### src/rtl/instruction_fetch_unit_pkg.sv
// instruction_fetch_unit_pkg: shared core opcodes, widths and fetch state enum
package instruction_fetch_unit_pkg;
  localparam int DEF_ADDR_W = 8;
  localparam int DEF_INS_W = 20;
  localparam logic [4:0] OP_HLT = 5'b10001;
  localparam logic [4:0] OP_LD = 5'b10100;
  localparam logic [2:0] JMP_CLASS = 3'b111;
  typedef enum logic {RUN, HALT} state_e;
endpackage

### src/rtl/instruction_fetch_unit_pc_register.sv
// instruction_fetch_unit_pc_register: program counter with load > hold > increment priority
module instruction_fetch_unit_pc_register #(
  parameter int ADDR_W = 8
) (
  input  logic              clk,
  input  logic              rst_i,
  input  logic              load_i,
  input  logic              hold_i,
  input  logic [ADDR_W-1:0] load_val_i,
  output logic [ADDR_W-1:0] pc_o
);
  logic [ADDR_W-1:0] pc_q, pc_d;
  always_comb pc_d = load_i ? load_val_i : hold_i ? pc_q : pc_q + 1'b1;
  always_ff @(posedge clk or posedge rst_i)
    if (rst_i) pc_q <= '0;
    else pc_q <= pc_d;
  assign pc_o = pc_q;
endmodule

### src/rtl/instruction_fetch_unit.sv
// instruction_fetch_unit: owns the PC, replays stalled instructions to decode and halts on HLT
module instruction_fetch_unit import instruction_fetch_unit_pkg::*; #(
  parameter int ADDR_W = DEF_ADDR_W,
  parameter int INS_W = DEF_INS_W
) (
  input  logic              clk,
  input  logic              reset,
  input  logic              stall,
  input  logic              stall_pm,
  input  logic [INS_W-1:0]  ins_pm,
  input  logic [ADDR_W-1:0] jmp_loc,
  input  logic              pc_mux_sel,
  output logic [ADDR_W-1:0] pm_addr,
  output logic [INS_W-1:0]  ins,
  output logic [ADDR_W-1:0] current_address,
  output logic              halted
);
  state_e state_q, state_d;
  logic [INS_W-1:0] ins_prev_q;
  logic [ADDR_W-1:0] addr_prev_q, pc;
  logic halt, is_hlt;
  assign halt = (state_q == HALT);
  instruction_fetch_unit_pc_register #(.ADDR_W(ADDR_W)) u_pc (
    .clk(clk),
    .rst_i(reset),
    .load_i(!halt && pc_mux_sel),
    .hold_i(halt || stall),
    .load_val_i(jmp_loc),
    .pc_o(pc)
  );
  // HALT feeds NOPs so decode never sees the HLT twice; the address stays pinned via addr_prev
  always_comb begin
    ins = (reset || halt) ? '0 : stall_pm ? ins_prev_q : ins_pm;
    current_address = (halt || stall_pm) ? addr_prev_q : pc;
    is_hlt = (ins[INS_W-1 -: 5] == OP_HLT);
    state_d = (!halt && is_hlt && !stall_pm && !pc_mux_sel) ? HALT : state_q;
  end
  always_ff @(posedge clk or posedge reset)
    if (reset) begin
      state_q <= RUN;
      ins_prev_q <= '0;
      addr_prev_q <= '0;
    end else begin
      state_q <= state_d;
      ins_prev_q <= ins;
      addr_prev_q <= current_address;
    end
  assign pm_addr = pc;
  assign halted = halt;
endmodule

### config.mk
export PLATFORM = sky130hd
export DESIGN_NAME = instruction_fetch_unit
export DESIGN_NICKNAME = d
export VERILOG_FILES = /design/src/rtl/instruction_fetch_unit_pkg.sv /design/src/rtl/instruction_fetch_unit_pc_register.sv /design/src/rtl/instruction_fetch_unit.sv
export SDC_FILE = /design/constraint.sdc
export NUM_CORES = 1
export LEC_CHECK = 0
export BUFFER_PORTS_ARGS = -buffer_cell sky130_fd_sc_hd__buf_4
export CORE_ASPECT_RATIO = 1.2
export CORE_MARGIN = 3
export CORE_UTILIZATION = 40
export CTS_BUF_LIST = sky130_fd_sc_hd__clkbuf_4
export CTS_CLUSTER_SIZE = 8
export DETAILED_ROUTE_END_ITERATION = 8
export PLACE_DENSITY_LB_ADDON = 0.05
export SKIP_CTS_REPAIR_TIMING = 1
export SLEW_MARGIN = 40
export SYNTH_ARGS = -nofsm -noshare
export SYNTH_HDL_FRONTEND = slang
export SYNTH_SLANG_ARGS = --single-unit
### constraint.sdc
create_clock -name clk -period 6 [get_ports clk]
set_clock_uncertainty 0.05 [all_clocks]
set_input_delay 1.2 -clock clk [delete_from_list [all_inputs] [get_ports clk]]
set_output_delay 1.2 -clock clk [all_outputs]
set_load 0.02 [all_outputs]
---- After elaboration in Yosys (flattened, before gate mapping) ----
Cells that the tools add are included.
cells by class
  eq/ne operators ......................... 2
  add/sub/neg operators ................... 1
  reductions and logical operators ........ 10
  multiplexer cells ....................... 5
operators with widths
  cell                 number
  $mux 20              2
  $mux 8               3
  $add 8x1->8 const B  1
  $eq 5x5->1 const B   1
  $logic_and 1x1->1    4
  $logic_not 1->1      3
  $logic_or 1x1->1     3
  $ne 2x1->1 const B   1
word-level totals
  bits in registers ....................... 37
  output and inout port bits .............. 37
  word-level logic and storage cells ...... 22
  input bits .............................. 33

---- Logic depth before layout (Yosys ltp) ----
Gate-level depths: netlist of the first run.
  depth after elaboration ................. 6
  mapped depth ............................ 6
  gate-level depth less buffers ........... 5

---- By module ----
Synthesis of the first run repeated with hierarchy kept, for this count alone.
second synthesis, totals
  cells, all modules ...................... 141
  area, all modules ....................... 1,657.8 um^2
by module, submodules not included
  module                              cells each  seq. area each (um^2)  area each (um^2)  times used
  instruction_fetch_unit              92          725.7                  1,197.4           1
  instruction_fetch_unit_pc_register  49          200.2                  460.4             1

---- Worst setup path before layout of the first run ----
OpenSTA, ideal clock, no wires.
  path kind ............................... input-to-output
  start ................................... in reset
  end ..................................... out ins[10]
  required time ........................... 4,750 ps
  buffers on the path ..................... 2
  slack ................................... 1,852 ps
  cell stages on the path ................. 5
  arrival ................................. 2,898 ps
  cell sequence ........................... inv_1 -> nand2_1 -> buf_4 -> clkbuf_1 -> nor2_1
on the way
  cells in the longest elaborated chain, start to end .. 2
ends and longest elaborated chain
  element           RTL line                      text
  start, declared   instruction_fetch_unit.sv:7   input logic reset,
  $logic_or 1x1->1  instruction_fetch_unit.sv:33  ins = (reset || halt) ? '0 : stall_pm ? ins_prev_q : ins_pm;
  $mux 20           instruction_fetch_unit.sv:33
  end, declared     instruction_fetch_unit.sv:14  output logic [INS_W-1:0] ins,
Every way passes these cells.

---- Worst setup path in the final report of the first run ----
  start ................................... in stall_pm
  end ..................................... out current_address[0]
on the way
  cells in the longest elaborated chain, start to end .. 2
ends and longest elaborated chain
  element           RTL line                      text
  start, declared   instruction_fetch_unit.sv:9   input logic stall_pm,
  $logic_or 1x1->1  instruction_fetch_unit.sv:34  current_address = (halt || stall_pm) ? addr_prev_q : pc;
  $mux 8            instruction_fetch_unit.sv:34
  end, declared     instruction_fetch_unit.sv:15  output logic [ADDR_W-1:0] current_address,
Every way passes these cells.

==> metrics.txt, run 1 <==
outcome complete, no violations; input/output buffers 69; fin area roughly 0.0023 mm^2; CTS tree done; via count 1345; I/O pins 70; Yosys top cell area share 0.5551; MaxCap Viol Count 0; worst vdd ir 114.3 uV; Syn. warnings 0; clock slew at reported path FFs 0.11 ns; r2r setup slk 3.86 ns; largest net degree at the start of global routing 39; layout cells sized above 1 0.4140; M1 GR Usage 0.1975; Slew Limit Fails 0; Die Ht 76.74 um; Fillers 365; Final Hold Violating Endpoints 0; Nets 248; htree depth 2; sequential element share of the synthesized area 0.5551; Max clock buf depth 2; Sink Count 37; fmax 0.2743 GHz; RSZ-0062 raised after global routing false; Die Span X 64.95 um; Layout Cells excl Fill 269; Setup crit end kind output port; P&R area growth vs syn 35.93%; leak pwr 1.169 nW; GRT Residual Overflow 0; Worst Tran Pin Value 0.6397 ns; Setup Total Neg Slack 0 ns; grt peak-use layer met2; Post-Place Worst Slack 2.336 ns; first-pass GRT wire length between 6 and 7 mm; Mapped Area 0.001668 mm^2; Root Driver clkbuf_4; crit path max fanout 22; # DRC 0; final wirelength 3.989 mm; hpwl dp between 2 and 3 mm; Routed WL per cell 14.83 um; Total GRT Usage 0.1701; worst skew pair latency 0.34 ns; Final min period 3.646 ns; max_slew headroom 0.5725; Avg Cell Area, Syn roughly 11 um^2; met2 track demand over resource 0.2907; DRT Pass-1 Iters 4; met3 global-route usage 0.04539; antenna viol nets, final 0; Num CTS Buffers 5; routability cong. ~0.73; Core Region 0.003973 mm^2; total power 0.4284 mW; Req. time, crit path 4.75 ns; Synth cell types 29; # rows 25; Die ar. 0.004984 mm^2; Hold Path Class reg -> reg; ANT cells 0; storage element area 925.9 um^2; ranking of synthesized cells by area dfrtp_1 (56%), mux2i_1 (14%), mux2_2 (5.4%); post-placement cell area 0.002212 mm^2; # placed instances ~260; antenna violations before repair 0; register bit total from synthesis 37; Tcrit/Tclk final 0.6077; Initial DRC Count 35; post-synthesis cell count 146; via-per-instance ratio about 5; footprint of the multi-input gates 685.7 um^2; Cell Pwr Density 189.0 mW/mm^2; setup ws final around 2.4 ns; top cell type by total area after synthesis dfrtp_1; initial core utilization 0.4198; CP Class in -> out; Final setup viols 0; vias in the first global route 1396; WP data arrival 2.40 ns; Critical Path Source Type primary input; Mapped Nets 180
[power by group]
part           internal [mW]  leakage (nW)  switching, mW
clock network         0.0492        0.0354         0.0807
registers              0.251         0.485        0.00248
logic                 0.0243         0.649         0.0211
[registers in the layout, summed over array words and instances (netlist names)]
| signal | flops |
|---|---|
| halted | 1 |
| addr_prev_q | 8 |
| u_pc.pc_o | 8 |
| ins_prev_q | 20 |
[placed cells by master, fill, tap and decap left out, types with 2 or more instances in the layout]
| cell type | n |
|---|---|
| nand3_1 | 4 |
| nor3_1 | 4 |
| buf_4 | 70 |
| a22oi_1 | 5 |
| mux2_2 | 8 |
| clkinv_2 | 2 |
| nand2_1 | 6 |
| clkbuf_4 | 6 |
| nor2_1 | 23 |
| dfrtp_1 | 37 |
| o21ai_0 | 5 |
| nor2b_1 | 5 |
| mux2i_1 | 24 |
| inv_1 | 2 |
[worst max-delay path, stage by stage]
cell	delay (ns)
buf_4	0.23
nor2_2	0.40
mux2_2	0.40
buf_4	0.16
[metal layers]
layer  vias to the layer above  wire (um)
li1                        649          -
met3                         8        249
met1                       644       1608
met4                         0         81
met2                        44       2050
met5                         -          0
[through the flow]
stage	hold slack, ns	util
6_report	0.4556	0.5707
5_1_grt	0.4856	0.5707
4_1_cts	0.4632	0.5707
3_5_place_dp	0.4360	0.5569
3_3_place_gp	0.4329	0.5569
2_1_floorplan	0.5102	-
[worst paths after layout]
| kind | startpoint | end | cells past startpoint |
|---|---|---|---|
| max | stall_pm | current_address[0] | 4 |
| min | addr_prev_q[3] | addr_prev_q[3] | 1 |
| max reg2reg | halted | halted | 4 |
| min reg2reg | addr_prev_q[3] | addr_prev_q[3] | 1 |
| max in group asynchronous | reset | addr_prev_q[0] | 3 |
| min in group asynchronous | reset | ins_prev_q[9] | 3 |
[kinds of logic (layout without fill, tap and decap cells)]
family,Yosys count,in the layout,share of synthesized area
fa+ha+maj,1,1,0.007501
flops,37,37,0.5551
simple gates,49,49,0.1410
buf+inv,11,80,0.03376
compound gates,15,15,0.05927
xor+xnor,1,1,0.005252
mux,32,32,0.1981
[final cells by class]
class	count	share of cell area
sequential	37	0.4084
multi-input combinational	98	0.3024
timing repair buffer	70	0.2318
tap	54	0.02980
clock buffer	6	0.01987
clock inverter	2	0.004415
inverter	2	0.003311
[Yosys cell counts]
| master | instances |
|---|---|
| mux2_2 | 8 |
| mux2i_1 | 24 |
| nand2_1 | 6 |
| and4b_2 | 1 |
| or4_1 | 1 |
| a21oi_1 | 1 |
| nor2_2 | 1 |
| nand3_2 | 1 |
| and3_1 | 1 |
| buf_4 | 3 |
| clkbuf_1 | 3 |
| o21ai_0 | 5 |
| nand4_1 | 1 |
| nand3_1 | 4 |
| nor2_1 | 23 |
| clkbuf_2 | 1 |
| nor3_1 | 4 |
| inv_1 | 2 |
| dfrtp_1 | 37 |
| o31ai_1 | 1 |
| xnor2_1 | 1 |
| buf_2 | 2 |
| a22oi_1 | 5 |
| nor2b_1 | 5 |
| o41ai_1 | 1 |
| ha_1 | 1 |
| a31oi_1 | 1 |
| a2bb2oi_1 | 1 |
| nand3b_1 | 1 |
No activity file was read; power rests on OpenSTA's default activity.
==> run 2, diff against run 1 <==
- clock period: 6 -> 3.1 ns (I/O delays scaled with it)
==> run 2 against run 1 <==
Net effect: sequential share of layout area unchanged; die area did not move; non-clock buffer count is the same; global-route usage shrank 0.19 points; sequential power increased by 94%; flip-flop and latch count stayed put; cell count stayed put; clock-buffer cell count is the same; largest cell class unchanged; largest power group unchanged.
==> metrics.txt, run 2 (synthesis gave the netlist of run 1 again) <==
antenna viol nets, final 0 (unchanged); max reg flops 20 (unchanged); Setup Total Neg Slack 0 ns (unchanged); Final min period 2.801 ns; commonest cells after routing, fill and taps aside buf_4 (70), dfrtp_1 (37), mux2i_1 (24); Routed WL per cell 14.68 um (-1.0%); Total GRT Usage 0.1682 (-0.001935); Cell Pwr Density 364.8 mW/mm^2 (+93%); Setup crit end kind output port; CP delay by family, top simple AND/OR/NAND/NOR gates; crit path max fanout 20 (-9.1%); MaxCap Viol Count 0 (unchanged); WP buf/inv 2 (unchanged); Slew Limit Fails 0 (unchanged); largest net degree at the start of global routing 39 (unchanged); # placed instances 261 (unchanged); fin util 0.5707 (unchanged); M1 GR Usage 0.1943 (-0.003218); Die Ht 76.74 um (unchanged); P&R area growth vs syn 35.93% (unchanged); Core Region 0.003973 mm^2 (unchanged); Req. time, crit path 2.43 ns (-2.32 ns); Die ar. 0.004984 mm^2 (unchanged); post-placement cell area 0.002212 mm^2 (unchanged); DRT Pass-1 Iters 4 (unchanged); Root Driver clkbuf_4; CP Class reg -> out; setup ws final 0.2985 ns (-2.055 ns); Initial DRC Count 60 (+71%); CP peak stage delay 0.70 ns (+0.30 ns); ANT cells 0 (unchanged); Final Hold Violating Endpoints 0 (unchanged); fmax 0.3570 GHz; CTS tree done; Cell Chain, Critical Path inv_1 -> nand2_1 -> nor2_1 -> buf_4; via count 1332 (-0.97%); I/O pins 70 (unchanged); layout cells sized above 1 0.4140 (unchanged); hpwl dp 2.913 mm (-0.88%); initial core utilization 0.4198 (unchanged); clock slew at reported path FFs 0.11 ns (about the same); Layout Cells excl Fill 269 (unchanged); # rows 25 (unchanged); Post-Place Worst Slack 0.5900 ns (-1.746 ns); Tcrit/Tclk final 0.9037; met2 track demand over resource 0.2948 (+0.004094); Sink Count 37 (unchanged); worst skew pair latency 0.33 ns (about the same); routability cong. 0.7296 (-0.40%); first-pass GRT wire length 6.534 mm (-0.52%); WP data arrival 2.13 ns (-0.27 ns); critical path's slowest cell dfrtp_1; # DRC 0 (unchanged); htree depth 2 (unchanged); max_slew headroom 0.5670 (-0.005514); final hold slack 0.3674 ns (-0.08823 ns); Die Span X 64.95 um (unchanged); grt peak-use layer met2; met3 global-route usage 0.05417 (+0.008785); Worst Tran Pin Value 0.6480 ns (+0.008252 ns); fin area 0.002267 mm^2 (unchanged); Max clock buf depth 2 (unchanged); vias in the first global route 1391 (-0.36%); RSZ-0062 raised after global routing false; input/output buffers 69 (unchanged); antenna violations before repair 0 (unchanged); final wirelength 3.948 mm (-1.0%); leak pwr 1.169 nW (unchanged); total power 0.8270 mW (+93%); Hold Path Class in -> async; Nets 248 (unchanged); GRT Residual Overflow 0 (unchanged); via-per-instance ratio 4.952 (-0.97%); commonest non-fill, non-tap cell in the layout buf_4; worst vdd ir 200.1 uV (+75%); outcome complete, no violations; Critical Path Source Type register; Num CTS Buffers 5 (unchanged); Final setup viols 0 (unchanged); Biggest register ins_prev_q
-- run 2: cell counts in the layout (fill, tap and decap cells not counted) --
Identical to the previous run, type by type.
-- run 2: report_power, final --
group,switching [mW],internal (mW),total [mW]
registers,0.00498,0.485,0.490
logic,0.0403,0.0469,0.0873
clock network,0.154,0.0952,0.249
-- run 2: final cells by class --
type                    instances  area (um^2)
multi-input cells              98        685.7
repair buffers                 70        525.5
clock inverters                 2        10.01
inverters                       2        7.507
well taps                      54        67.56
fillers                       365         1705
clock buffers                   6        45.04
flip-flops and latches         37        925.9
-- run 2: worst register-to-register path, delay by kind of cell (launching register included) --
| kind | cells | cell delay [ns] |
|---|---|---|
| AOI/OAI and AO/OA | 1 | 0.37 |
| buffers and inverters | 1 | 0.18 |
| DFF | 1 | 0.70 |
| and+or+nand+nor | 2 | 0.72 |
-- run 2: path summary, 6_finish.rpt --
kind | from | end | cells after the start | slack (ns)
worst min register to register | addr_prev_q[6] | addr_prev_q[6] | 1 | 0.46
worst min-delay path | reset | u_pc.pc_o[3] | 3 | 0.37
worst max register to register | halted | halted | 4 | 0.99
worst max-delay path | halted | ins[17] | 4 | 0.30
min in group clk | jmp_loc[3] | u_pc.pc_o[3] | 3 | 0.43
max in group asynchronous | reset | addr_prev_q[0] | 3 | 2.30
-- run 2: layer usage --
layer  vias up  wire length, um
li1        645                -
met1       636             1544
met2        47             2087
met3         4              281
met4         0               35
met5         -                0
==> run 3, diff against run 2 <==
- ABC_AREA: default -> 1
==> run 3 against run 2 <==
Net effect: first-iteration DRC count rose by 18%; worst setup slack improved by 0.32 ns; non-clock buffer count increased by 1; cell area is 6.2% higher; via count up 20%; synthesized cell count rose by 51%; global-route usage up 0.23 points; flip-flop and latch count stayed put; largest cell class unchanged; highest routed layer unchanged.
==> metrics.txt, run 3 <==
GRT Residual Overflow 0 (unchanged); max_slew headroom 0.5753 (+0.008345); Die Ht 78.52 um (+2.3%); Syn. warnings 0 (unchanged); hpwl dp 3.152 mm (+8.2%); DRT Pass-1 Iters 4 (unchanged); Critical Path Source Type primary input; # rows 25 (unchanged); met1 WL 1.708 mm (+11%); ranking of synthesized cells by area dfrtp_1 (53%), nand2_1 (14%), a21oi_1 (6.6%); Die ar. 0.005216 mm^2 (+4.7%); Yosys top cell area share 0.5282 (-0.02694); reg2reg start halted; post-synthesis compound-gate area fraction 0.1049 (+0.04566); leak pwr 1.324 nW (+13%); internal power 0.7740 mW (+23%); P&R area growth vs syn 37.33%; Final Hold Violating Endpoints 0 (unchanged); Biggest register ins_prev_q; top cell type by total area after synthesis dfrtp_1; mux cell area share after synthesis 0.01285 (-0.1852); DR WL met2 2.198 mm (+5.3%); DR top layer met4; fmax 0.4027 GHz (+13%); largest net degree at the start of global routing 24 (-38%); clock slew at reported path FFs 0.12 ns (about the same); Cell Pwr Density 406.0 mW/mm^2 (+11%); CTS tree done; layout cells sized above 1 0.3048 (-0.1092); post-placement cell area 0.002305 mm^2 (+4.2%); count leader, synth nand2_1; MaxCap Viol Count 0 (unchanged); via-per-instance ratio 4.621 (-6.7%); Setup crit end kind output port; Reg-to-Reg End u_pc.pc_o[2]; Hold Path Class in -> async; Total GRT Usage 0.1705 (+0.002322); Die Span X 66.43 um (+2.3%); Flop pwr share 0.499 (-0.094); Initial DRC Count 71 (+18%); Core Region 0.004066 mm^2 (+2.4%); Avg Cell Area, Syn 7.968 um^2 (-30%); outcome complete, no violations; post-synthesis cell count 220 (+51%); Final min period 2.483 ns (-0.3183 ns); routability cong. 0.8603 (+18%); antenna violations before repair 0 (unchanged); top_reg_cell synth dfrtp_1; htree depth 2 (unchanged); met3 WL 307 um (+9.3%); fraction of the mapped netlist area in simple logic gates 0.2548 (+0.1138); fin area 0.002407 mm^2 (+6.2%); Mapped Nets 254 (+41%); # DRC 0 (unchanged); RSZ-0062 raised after global routing false; Max clock buf depth 2 (unchanged); vias in the first global route 1466 (+5.4%); Synth cell types 21 (-28%); first-pass GRT wire length 6.775 mm (+3.7%); Post-Synth Adder-Cell Area 0.007138 (-0.0003641); Tcrit/Tclk final 0.8010 (-0.1027); WP data arrival 1.81 ns (-0.32 ns); worst vdd ir 263.1 uV (+32%); input/output buffers 69 (unchanged); NetSw 0.2033 mW (+1.9%); Num CTS Buffers 5 (unchanged); R2R cell count 7 (+3); initial core utilization 0.4311 (+0.01123); fraction of synthesized cell area in xor and xnor cells 0 (-0.005251); Post-synth ARST share 1.000 (unchanged); crit path max fanout 23 (+15%); Sink Count 37 (unchanged); clock share of power 0.423 (+0.121); Worst Tran Pin Value 0.6363 ns (-0.01165 ns); most frequent cells after synthesis nand2_1 (64), dfrtp_1 (37), inv_1 (27); Post-synth EDFFs 0 (unchanged); max reg flops 20 (unchanged); ANT cells 0 (unchanged); Nets 325 (+31%); Slew Limit Fails 0 (unchanged); Mapped Area 0.001753 mm^2 (+5.1%); commonest cells after routing, fill and taps aside buf_4 (71), nand2_1 (64), dfrtp_1 (37); Req. time, crit path 2.43 ns (about the same); Net Sw Frac 0.2080 (-0.03321); antenna viol nets, final 0 (unchanged); CP Class in -> out; Setup Total Neg Slack 0 ns (unchanged); sequential element share of the synthesized area 0.5282 (-0.02694); r2r setup slk 1.74 ns (+0.75 ns); worst skew pair latency 0.34 ns (about the same); logic gate share of total power 0.078 (-0.028); commonest non-fill, non-tap cell in the layout buf_4; Final setup viols 0 (unchanged); register bit total from synthesis 37 (unchanged); via count 1599 (+20%); I/O pins 70 (unchanged); Routed WL per cell 12.33 um (-16%); final wirelength 4.266 mm (+8.1%); Root Driver clkbuf_4; largest family of logic cells by synthesized area simple AND/OR/NAND/NOR gates
==> run 3: layout make-up <==
type                    instances  area (um^2)
flip-flops and latches         37        925.9
clock inverters                 3        65.06
clock buffers                   5        37.54
well taps                      54        67.56
fillers                       415         1659
repair buffers                 71        533.0
inverters                      30        112.6
multi-input cells             146        665.6
==> run 3: how the worst max path moves through the flow <==
stage                    to  cells past startpoint     start  slack, ns
detailed placement  ins[12]                      5  stall_pm       0.58
CTS                 ins[12]                      5  stall_pm       0.58
floorplan           ins[10]                      5  stall_pm       0.97
finish              ins[12]                      5  stall_pm       0.62
global placement    ins[12]                      5  stall_pm       0.59
global route         ins[1]                      5  stall_pm       0.48
==> run 3: power by group through the flow <==
stage / Combinational [mW] / Sequential (mW) / Clock [mW]
2_1_floorplan: 0.0336 / 0.497 / 0
3_3_place_gp: 0.0773 / 0.497 / 0
3_5_place_dp: 0.0777 / 0.497 / 0
4_1_cts: 0.0782 / 0.487 / 0.425
5_1_grt: 0.0849 / 0.488 / 0.451
6_report: 0.0762 / 0.487 / 0.414
==> run 3: cell families after synthesis <==
group           count (synthesis)
fa+ha+maj                       1
mux                             2
compound gates                 35
buf+inv                        37
flops                          37
simple gates                  108
==> run 3: per-layer routing <==
metal  vias to the layer above  GRT usage
li1                        827          -
met1                       721     0.1905
met2                        45     0.3019
met3                         6    0.05293
met4                         0    0.05488
met5                         -          0
==> run 3: through the flow <==
stage                 util  worst slack (ns)  power [mW]  hold slack [ns]  std cells
CTS                 0.5920            0.5799      0.9902           0.3191        346
global placement    0.5668            0.5853      0.5738           0.4325        338
detailed placement  0.5668            0.5819      0.5745           0.4426        338
global route        0.5920            0.4793       1.024           0.3374        346
finish              0.5920            0.6168      0.9774           0.3096        346
floorplan                -            0.9739      0.5301           0.5102        220
==> run 3: worst max-delay path, stage by stage <==
cell	delay, ns
buf_4	0.19
inv_1	0.45
nand2_1	0.11
a21oi_1	0.25
buf_4	0.19
